File: config.mk
export PLATFORM = sky130hd
export DESIGN_NAME = cic3_decim_ctrl
export DESIGN_NICKNAME = d
export VERILOG_FILES = /design/src/rtl/cic3_decim_ctrl.sv
export SDC_FILE = /design/constraint.sdc
export NUM_CORES = 1
export LEC_CHECK = 0
export ABC_AREA = 0
export BUFFER_PORTS_ARGS = -buffer_cell sky130_fd_sc_hd__buf_2
export CORE_ASPECT_RATIO = 1.2
export CORE_MARGIN = 1.5
export CORE_UTILIZATION = 40
export DETAILED_ROUTE_END_ITERATION = 6
export GPL_TIMING_DRIVEN = 0
export PLACE_DENSITY_LB_ADDON = 0.25
export SYNTH_ARGS = -nofsm -noshare
export SYNTH_HDL_FRONTEND = slang
export SYNTH_SLANG_ARGS = --single-unit
File: constraint.sdc
create_clock -name clk -period 6.73 [get_ports clk]
set_input_delay 1.0095 -clock clk [delete_from_list [all_inputs] [get_ports clk]]
set_output_delay 1.0095 -clock clk [all_outputs]
set_load 0.01 [all_outputs]
File: src/rtl/cic3_decim_ctrl.sv
// Sequencer and comb back-end for a free-running 3rd-order CIC integrator chain:
// integrator clear/enable, decimation strobe, three comb stages and a valid/ready output.
module cic3_decim_ctrl #(
  parameter int DMAX_LOG2      = 8,
  parameter int NUMBITS        = 3*DMAX_LOG2+1,
  parameter int SETTLE_SAMPLES = 3
) (
  input  logic               clk,
  input  logic               reset_n,
  input  logic               start,
  input  logic               stop,
  input  logic [1:0]         dec_sel,
  input  logic [NUMBITS-1:0] acc3_in,
  output logic               acc_clear,
  output logic               acc_en,
  output logic [NUMBITS-1:0] sample_data,
  output logic               sample_valid,
  input  logic               sample_ready,
  output logic               overrun,
  output logic               busy
);

  localparam int SCW = (SETTLE_SAMPLES > 1) ? $clog2(SETTLE_SAMPLES) : 1;

  typedef enum logic [1:0] {
    ST_IDLE   = 2'd0,
    ST_CLEAR  = 2'd1,
    ST_SETTLE = 2'd2,
    ST_RUN    = 2'd3
  } state_t;

  state_t               r_state;
  state_t               w_state_nxt;
  logic [1:0]           r_dsel;
  logic [DMAX_LOG2-1:0] r_dcnt;
  logic [DMAX_LOG2-1:0] w_dlast;
  logic [SCW-1:0]       r_scnt;
  logic [NUMBITS-1:0]   r_x_d;
  logic [NUMBITS-1:0]   r_c1_d;
  logic [NUMBITS-1:0]   r_c2_d;
  logic [NUMBITS-1:0]   w_c1;
  logic [NUMBITS-1:0]   w_c2;
  logic [NUMBITS-1:0]   w_c3;
  logic [NUMBITS-1:0]   r_data;
  logic                 r_valid;
  logic                 r_overrun;
  logic                 r_acc_clear;
  logic                 r_acc_en;
  logic                 r_busy;
  logic                 w_active;
  logic                 w_strobe;
  logic                 w_settle_last;
  logic                 w_go;
  logic                 w_abort;
  logic                 w_emit;

  // Decimation ratio is 2^(DMAX_LOG2-3+sel); the counter's terminal value is ratio-1.
  assign w_dlast       = {DMAX_LOG2{1'b1}} >> (2'd3 - r_dsel);
  assign w_active      = (r_state == ST_SETTLE) || (r_state == ST_RUN);
  assign w_strobe      = w_active && (r_dcnt == w_dlast);
  assign w_settle_last = (r_scnt == SCW'(SETTLE_SAMPLES - 1));
  assign w_go          = (r_state == ST_IDLE) && start && !stop;
  assign w_abort       = w_active && stop;
  assign w_emit        = (r_state == ST_RUN) && w_strobe && !stop;

  assign w_c1 = acc3_in - r_x_d;
  assign w_c2 = w_c1 - r_c1_d;
  assign w_c3 = w_c2 - r_c2_d;

  // State register.
  always_ff @(posedge clk or negedge reset_n) begin
    if (!reset_n) begin
      r_state <= ST_IDLE;
    end else begin
      r_state <= w_state_nxt;
    end
  end

  // Next-state decode; stop beats start in IDLE and aborts SETTLE/RUN.
  always_comb begin
    w_state_nxt = r_state;
    case (r_state)
      ST_IDLE: begin
        if (w_go) begin
          w_state_nxt = ST_CLEAR;
        end else begin
          w_state_nxt = ST_IDLE;
        end
      end
      ST_CLEAR: begin
        w_state_nxt = ST_SETTLE;
      end
      ST_SETTLE: begin
        if (stop) begin
          w_state_nxt = ST_IDLE;
        end else if (w_strobe && w_settle_last) begin
          w_state_nxt = ST_RUN;
        end else begin
          w_state_nxt = ST_SETTLE;
        end
      end
      ST_RUN: begin
        if (stop) begin
          w_state_nxt = ST_IDLE;
        end else begin
          w_state_nxt = ST_RUN;
        end
      end
      default: begin
        w_state_nxt = ST_IDLE;
      end
    endcase
  end

  // Integrator controls and busy are registered from the next state so they align with it.
  always_ff @(posedge clk or negedge reset_n) begin
    if (!reset_n) begin
      r_acc_clear <= 1'b0;
      r_acc_en    <= 1'b0;
      r_busy      <= 1'b0;
      r_dsel      <= 2'd0;
    end else begin
      r_acc_clear <= (w_state_nxt == ST_CLEAR);
      r_acc_en    <= (w_state_nxt == ST_SETTLE) || (w_state_nxt == ST_RUN);
      r_busy      <= (w_state_nxt != ST_IDLE);
      if (w_go) begin
        r_dsel <= dec_sel;
      end
    end
  end

  // Decimation/settle counters and comb history; history advances on every strobe.
  always_ff @(posedge clk or negedge reset_n) begin
    if (!reset_n) begin
      r_dcnt <= {DMAX_LOG2{1'b0}};
      r_scnt <= {SCW{1'b0}};
      r_x_d  <= {NUMBITS{1'b0}};
      r_c1_d <= {NUMBITS{1'b0}};
      r_c2_d <= {NUMBITS{1'b0}};
    end else if (r_state == ST_CLEAR) begin
      r_dcnt <= {DMAX_LOG2{1'b0}};
      r_scnt <= {SCW{1'b0}};
      r_x_d  <= {NUMBITS{1'b0}};
      r_c1_d <= {NUMBITS{1'b0}};
      r_c2_d <= {NUMBITS{1'b0}};
    end else if (w_strobe) begin
      r_dcnt <= {DMAX_LOG2{1'b0}};
      r_x_d  <= acc3_in;
      r_c1_d <= w_c1;
      r_c2_d <= w_c2;
      if (r_state == ST_SETTLE) begin
        r_scnt <= r_scnt + SCW'(1);
      end
    end else if (w_active) begin
      r_dcnt <= r_dcnt + DMAX_LOG2'(1);
    end
  end

  // Output handshake: a result arriving while an untaken one is held is dropped.
  always_ff @(posedge clk or negedge reset_n) begin
    if (!reset_n) begin
      r_data    <= {NUMBITS{1'b0}};
      r_valid   <= 1'b0;
      r_overrun <= 1'b0;
    end else if (w_go) begin
      r_overrun <= 1'b0;
    end else if ((r_state == ST_CLEAR) || w_abort) begin
      r_valid <= 1'b0;
    end else if (w_emit) begin
      if (!r_valid || sample_ready) begin
        r_data  <= w_c3;
        r_valid <= 1'b1;
      end else begin
        r_overrun <= 1'b1;
      end
    end else if (sample_ready) begin
      r_valid <= 1'b0;
    end
  end

  assign acc_clear    = r_acc_clear;
  assign acc_en       = r_acc_en;
  assign sample_data  = r_data;
  assign sample_valid = r_valid;
  assign overrun      = r_overrun;
  assign busy         = r_busy;

endmodule

# ---- After elaboration in Yosys (flattened, before gate mapping)
# Index checks and enable logic that the tools add are counted.
dict set report word_totals {
  register_bits 119
  latch_bits 0
  ramBits 0
  mem_bits_ro 0
  input_bits 32
  out_inout_bits 30
  n_memories 0
}
dict set report op_classes {
  add_sub_neg 6
  mul 0
  n_div 0
  order_cmp 0
  eq_ne 11
  shifts 1
  muxes 25
  bitwise 2
  n_reduce_logical 24
}
# cell n
set ops {}
lappend ops {{25-bit 2-to-1 mux} 6}
lappend ops {{25-bit subtractor} 3}
lappend ops {{8-bit 2-to-1 mux} 3}
lappend ops {{2-bit equality test (second input constant)} 5}
lappend ops {{1-bit 2-to-1 mux} 10}
lappend ops {{2-bit 2-to-1 mux} 5}
lappend ops {{8-bit by 1-bit adder with 8-bit output (second input constant)} 1}
lappend ops {{8-bit equality test} 1}
lappend ops {{2-bit case mux with 4 select lines} 1}
lappend ops {{2-bit nonzero test} 4}
lappend ops {{8-bit by 2-bit right shift with 8-bit output (first input constant)} 1}
lappend ops {{1-bit logical AND} 7}
lappend ops {{3-bit AND reduction} 2}
lappend ops {{3-bit nonzero test} 2}
lappend ops {{2-bit by 1-bit equality test with 1-bit output (second input constant)} 2}
lappend ops {{1-bit logical OR} 4}
lappend ops {{2-bit != test (second input constant)} 2}
lappend ops {{4-bit AND reduction} 1}
lappend ops {{3-bit by 1-bit != test with 1-bit output (second input constant)} 1}
lappend ops {{2-bit by 1-bit adder with 2-bit output (second input constant)} 1}
lappend ops {{1-bit logical NOT} 2}
lappend ops {{2-bit logical NOT} 1}
lappend ops {{1-bit NOT} 2}
lappend ops {{2-bit AND reduction} 1}
lappend ops {{2-bit subtractor (first input constant)} 1}

# ---- Logic depth before layout (Yosys ltp)
dict set report depth {
  word_depth 10
  mapped_depth 29
  mapped_depth_nobuf 29
}

# ---- Least setup slack after synthesis
# No wires, ideal clock.
dict set report synth_path {
  path_type {in2reg}
  start {in acc3_in[0]}
  end {reg r_data[24] (netlist: sample_data[24])}
  t_arrival_ns 5.830
  required_time_ns 6.605
  path_slack_ns 0.775
  cell_stages 29
  path_buffers 0
  path_cell_list {inv_1 > ha_1 > fa_1 > nor2b_4 > o31a_1 > o41ai_4 > a211oi_4 > o21a_1 > nor2_1 > xnor2_1 > ha_1 > nand3_1 > nor2_1 > a21oi_1 > nand2_1 > or3_1 > a21oi_1 > nor2_1 > xor2_1 > ha_1 > a21o_1 > a21oi_1 > nand2_1 > o21a_1 > nand4_1 > nand4b_1 > a21oi_1 > xnor3_1 > mux2_2}
}
dict set report synth_between {
  elab_chain_cells 3
}
# item line
set synth_lines {}
lappend synth_lines {{start: declaration} 13} ;# input logic [NUMBITS-1:0] acc3_in,
lappend synth_lines {{25-bit subtractor} 66} ;# assign w_c1 = acc3_in - r_x_d;
lappend synth_lines {{25-bit subtractor} 67} ;# assign w_c2 = w_c1 - r_c1_d;
lappend synth_lines {{25-bit subtractor} 68} ;# assign w_c3 = w_c2 - r_c2_d;
lappend synth_lines {{end signal: assignment} 162} ;# r_data <= {NUMBITS{1'b0}};
lappend synth_lines {{end signal: assignment} 171} ;# r_data <= w_c3;
lappend synth_lines {{end: declaration} 44} ;# logic [NUMBITS-1:0] r_data;
# No other way between the ends.
# A chain may end at the register's enable or synchronous reset.

# ---- Worst setup path in the final report
# Ends and elaborated chain as after synthesis.

==> impl.org <==
** Clock network
- H-tree depth :: 4
- Post-CTS setup buffers :: 0
- Clock Path Buffers :: 2
- TritonCTS built the clock tree.
- Buffers inserted to repair hold after CTS numbered 0.
- The clock reaches the later pin of the worst-skew pair after 420 ps.
- After clock tree synthesis, the clock-pin slew on the worst setup and hold paths is 60 ps.
- Resize count post-CTS :: 0
- Clk sink count :: 118
- The tree is rooted in a clkbuf_16.
- Number of buffers inserted during clock tree synthesis :: 17

** Die
- 62 I/O pins were placed.
- The die covers 22,000 um2.
- From bottom edge to top edge, the die measures 162 um.
- Width of the chip :: 136 um
- Once the floorplan was initialized, standard cells occupied 40.6% of the core.
- After floorplanning, the core was divided into 58 placement rows.
- The total area inside the core boundary comes to 20,800 um2.

** STA
- The final hold violation count came to 0.
- Worst relative slew slack :: 52.4%
- Setup repair after global routing missed its margin :: false
- For the pin with the worst max-slew slack, the measured transition is 715 ps.
- For the final database, setup skew stands at 11.7 ps.
- Hold timing on the final database bottoms out at a slack of 468 ps.
- The number of pins with negative max-slew slack in the final report came to 0.
- Tmin final :: 6230 ps
- Timing would allow up to 161 MHz.
- Total Negative Setup Slacks :: 0 ps
- Worst Setup Slack, final :: 500 ps
- Setup violations remaining at the end of the flow were counted as 0.
- Share of the cycle needed by the critical path after routing :: 92.6%

** Layout
- The library cell used most frequently in the layout, excluding fill and tap cells, is nand2_1.
- The net count of the finished layout is 1,233.
- The number of antenna diodes in the final layout is 0.
- Layout-stage area growth over the synthesis result :: 14.9%
- Cells with a size suffix above 1 make up 9.81% of the layout.
- In the layout the commonest cells are nand2_1, a21oi_1, dfrtp_1.

** Power and ir drop
- Sequential fraction of design power :: 21.2%
- PD cells :: 405 nW/um2
- Power share of the clock group :: 23.0%
- Leakage power figure :: 4.30 nW
- Switching fraction of total power :: 41.5%
- The internal power of the cells totals 2.30 mW.
- Maximum VDD drop :: 219 uV
- Combinational share of power :: 55.9%
- Summed over all nets, the switching power comes to 1.63 mW.

** Global routing
- Grt ovf :: 0
- The number of global-route vias before repair is 6,800.
- Number of antenna violations at the first check in global routing :: 0
- Entering global routing, the biggest net connects 76 pins.
- Wire length of the first global-routing pass :: 32,300 um
- Global routing used 18.3% of the available tracks.

** Logic synthesis
- After Yosys synthesis, and, or, nand and nor cells account for 18.4% of the synthesized area.
- For this run, the register share of the synthesized area comes to 34.9%.
- Unique cell type count in the Yosys netlist :: 59
- Top cell type's share of synthesized area :: 34.9%
- By area, the combinational part of the netlist is dominated by compound AO/OA/AOI/OAI gates.
- Of the post-synthesis cell area, the part taken by muxes is 0.533%.
- In the synthesized netlist the async set-or-reset flop fraction comes to 100%.
- Number of synthesized flops with an enable pin :: 0
- Share of the synthesized area in compound gates (AO/OA/AOI/OAI) :: 21.1%
- Synthesis produced a netlist with a net count of 1,152.
- FF+latch count, synth :: 118
- Yosys attributes the largest share of cell area to dfrtp_1, ha_1, nand2_1, a21oi_1, inv_1.
- Summed instance area of the synthesized netlist :: 8460 um2
- Among all flip-flop cells after synthesis, the most frequent one is dfrtp_1.
- Synthesis produced 1,038 cells.
- The biggest area contributor in the post-synthesis netlist is dfrtp_1.
- Count of synthesis-stage warnings from yosys :: 0
- Of the total synthesized cell area, the portion taken by XOR and XNOR cells is 6.76%.
- Mean post-synth cell area :: 8.15 um2
- Of the total synthesized cell area, the portion taken by full adders, half adders and majority gates is 12.4%.

** Placement
- Detailed placement finished with a half-perimeter wire length of 14,500 um.
- The congestion estimate from routability-driven global placement came to 0.841.
- Setup slack at placement :: 71.0 ps
- The count of buffers added on input and output ports is 61.

** Outcome
- Result of the run :: complete, no violations

** Detailed routing
- For this run, the detailed router's first-pass iteration total came to 5.
- Summing over every cut layer, the via total after detailed routing is 6,980.
- Wires add up to 18,900 um.
- DRC violation total after the first TritonRoute iteration :: 310
- In this run the remaining antenna-violating nets after routing total 0.
- Dividing the detail-routed via count by the number of cells gives 4.98.
- After detailed routing, the number of remaining DRC violations is 0.
- In the final routed layout, each cell accounts on average for 13.5 um.

** Critical path
- Along the worst path, the maximum fanout reaches 5.
- The number of cells on the worst reg-to-reg path is 28.
- Cell with the most instances on the worst path :: a21oi_1
- Tracing the worst setup path back leads to its startpoint at acc3_in[0].
- STA puts the critical path data required time at 7030 ps.
- Data on the critical path arrives at its endpoint at 6530 ps.
- Crit path to :: sample_data[24]
- STA classifies the critical path startpoint as a primary input.
- Across all register-to-register paths, the minimum setup slack is 830 ps.
- By startpoint and endpoint, the worst setup path is classified as primary input to register.
- In this design, the stage delay of the slowest critical-path cell is 440 ps.
- On the critical path, the stage with the largest delay is an instance of fa_1.
- Type of destination of the critical path :: register
- Worst flop-to-flop path endpoint :: sample_data[24]
- Origin of the critical flop-to-flop path :: r_x_d[0]

** Run
- Number of violations of the max-capacitance limit :: 0

** Hold path
- The tightest min-delay check is of the register to register type.
- In this run the most critical hold path is launched from sample_data[6].
## metrics by stage
step | instances | util [%] | total power [mW] | area, um2
final | 1401 | 46.6 | 3.94 | 9710
after global routing | 1401 | 46.6 | 4.30 | 9710
after CTS | 1401 | 46.6 | 3.97 | 9710
after detailed placement | 1370 | 43.8 | 3.04 | 9130
after global placement | 1369 | 43.7 | 3.01 | 9100
after floorplan | 1038 | - | 2.60 | 8460
## cell families (layout without fill, tap and decap cells)
group | count (synthesis) | after routing
AOI/OAI and AO/OA | 286 | 286
xor gates and xnor gates | 61 | 61
adders and majority gates | 82 | 82
buffers and inverters | 134 | 227
DFF | 118 | 118
muxes | 4 | 4
and+or+nand+nor | 353 | 353
## area by class of cell
type	count	area (um2)
Buffer	34	128
Clock buffer	20	447
Clock inverter	11	133
Fill cell	2128	11100
Inverter	100	375
Multi-Input combinational cell	786	5000
Sequential cell	118	2950
Tap cell	270	338
Timing Repair Buffer	62	339
## cell usage after synthesis (10+ instances only)
cell / instances
xnor2_1: 38
dfrtp_1: 118
nor2_1: 68
o21a_1: 15
nor2b_1: 11
o21ai_0: 53
clkbuf_1: 32
nor3_1: 13
xor2_1: 20
inv_1: 100
nand2_1: 192
nand3_1: 12
a211oi_1: 16
nand2b_1: 14
a21oi_1: 120
ha_1: 79
or3_1: 10
a21o_1: 23
## worst min path at each step
| stage | end | cells past startpoint |
|---|---|---|
| CTS | sample_data[6] | 2 |
| detailed placement | sample_data[6] | 2 |
| global placement | sample_data[8] | 2 |
| global route | sample_data[6] | 2 |
| finish | sample_data[6] | 2 |
| floorplan | r_scnt[0] | 1 |
## routing by layer
metal	share of wire (%)	vias to the layer above	GRT usage [%]
met5	0	-	0
met3	3.1	18	3.50
met4	2.1	0	6.11
met1	48	3150	23.4
met2	47	96	30.9
li1	-	3716	-
## worst max-delay path, delay by kind of cell
kind	cells	cell delay, ps
AOI/OAI and AO/OA	10	1980
xor gates and xnor gates	3	580
adders and majority gates	4	1340
buffers and inverters	2	130
muxes	1	270
and+or+nand+nor	10	1190
## sequential cells by signal, summed over array words and instances, names as in the netlist
name	count
sample_valid	1
r_c1_d	25
acc_clear	1
acc_en	1
r_dsel	2
r_c2_d	25
r_scnt	2
r_x_d	25
overrun	1
sample_data	25
busy	1
r_state	1
r_dcnt	8
## power groups by stage
stage | clock network, mW | registers, mW | logic [mW]
after global placement | 0 | 0.843 | 2.16
after CTS | 0.924 | 0.833 | 2.21
after floorplan | 0 | 0.837 | 1.77
after detailed placement | 0 | 0.845 | 2.19
final | 0.903 | 0.833 | 2.20
after global routing | 0.954 | 0.844 | 2.50
(Power assumes the default switching activity.)
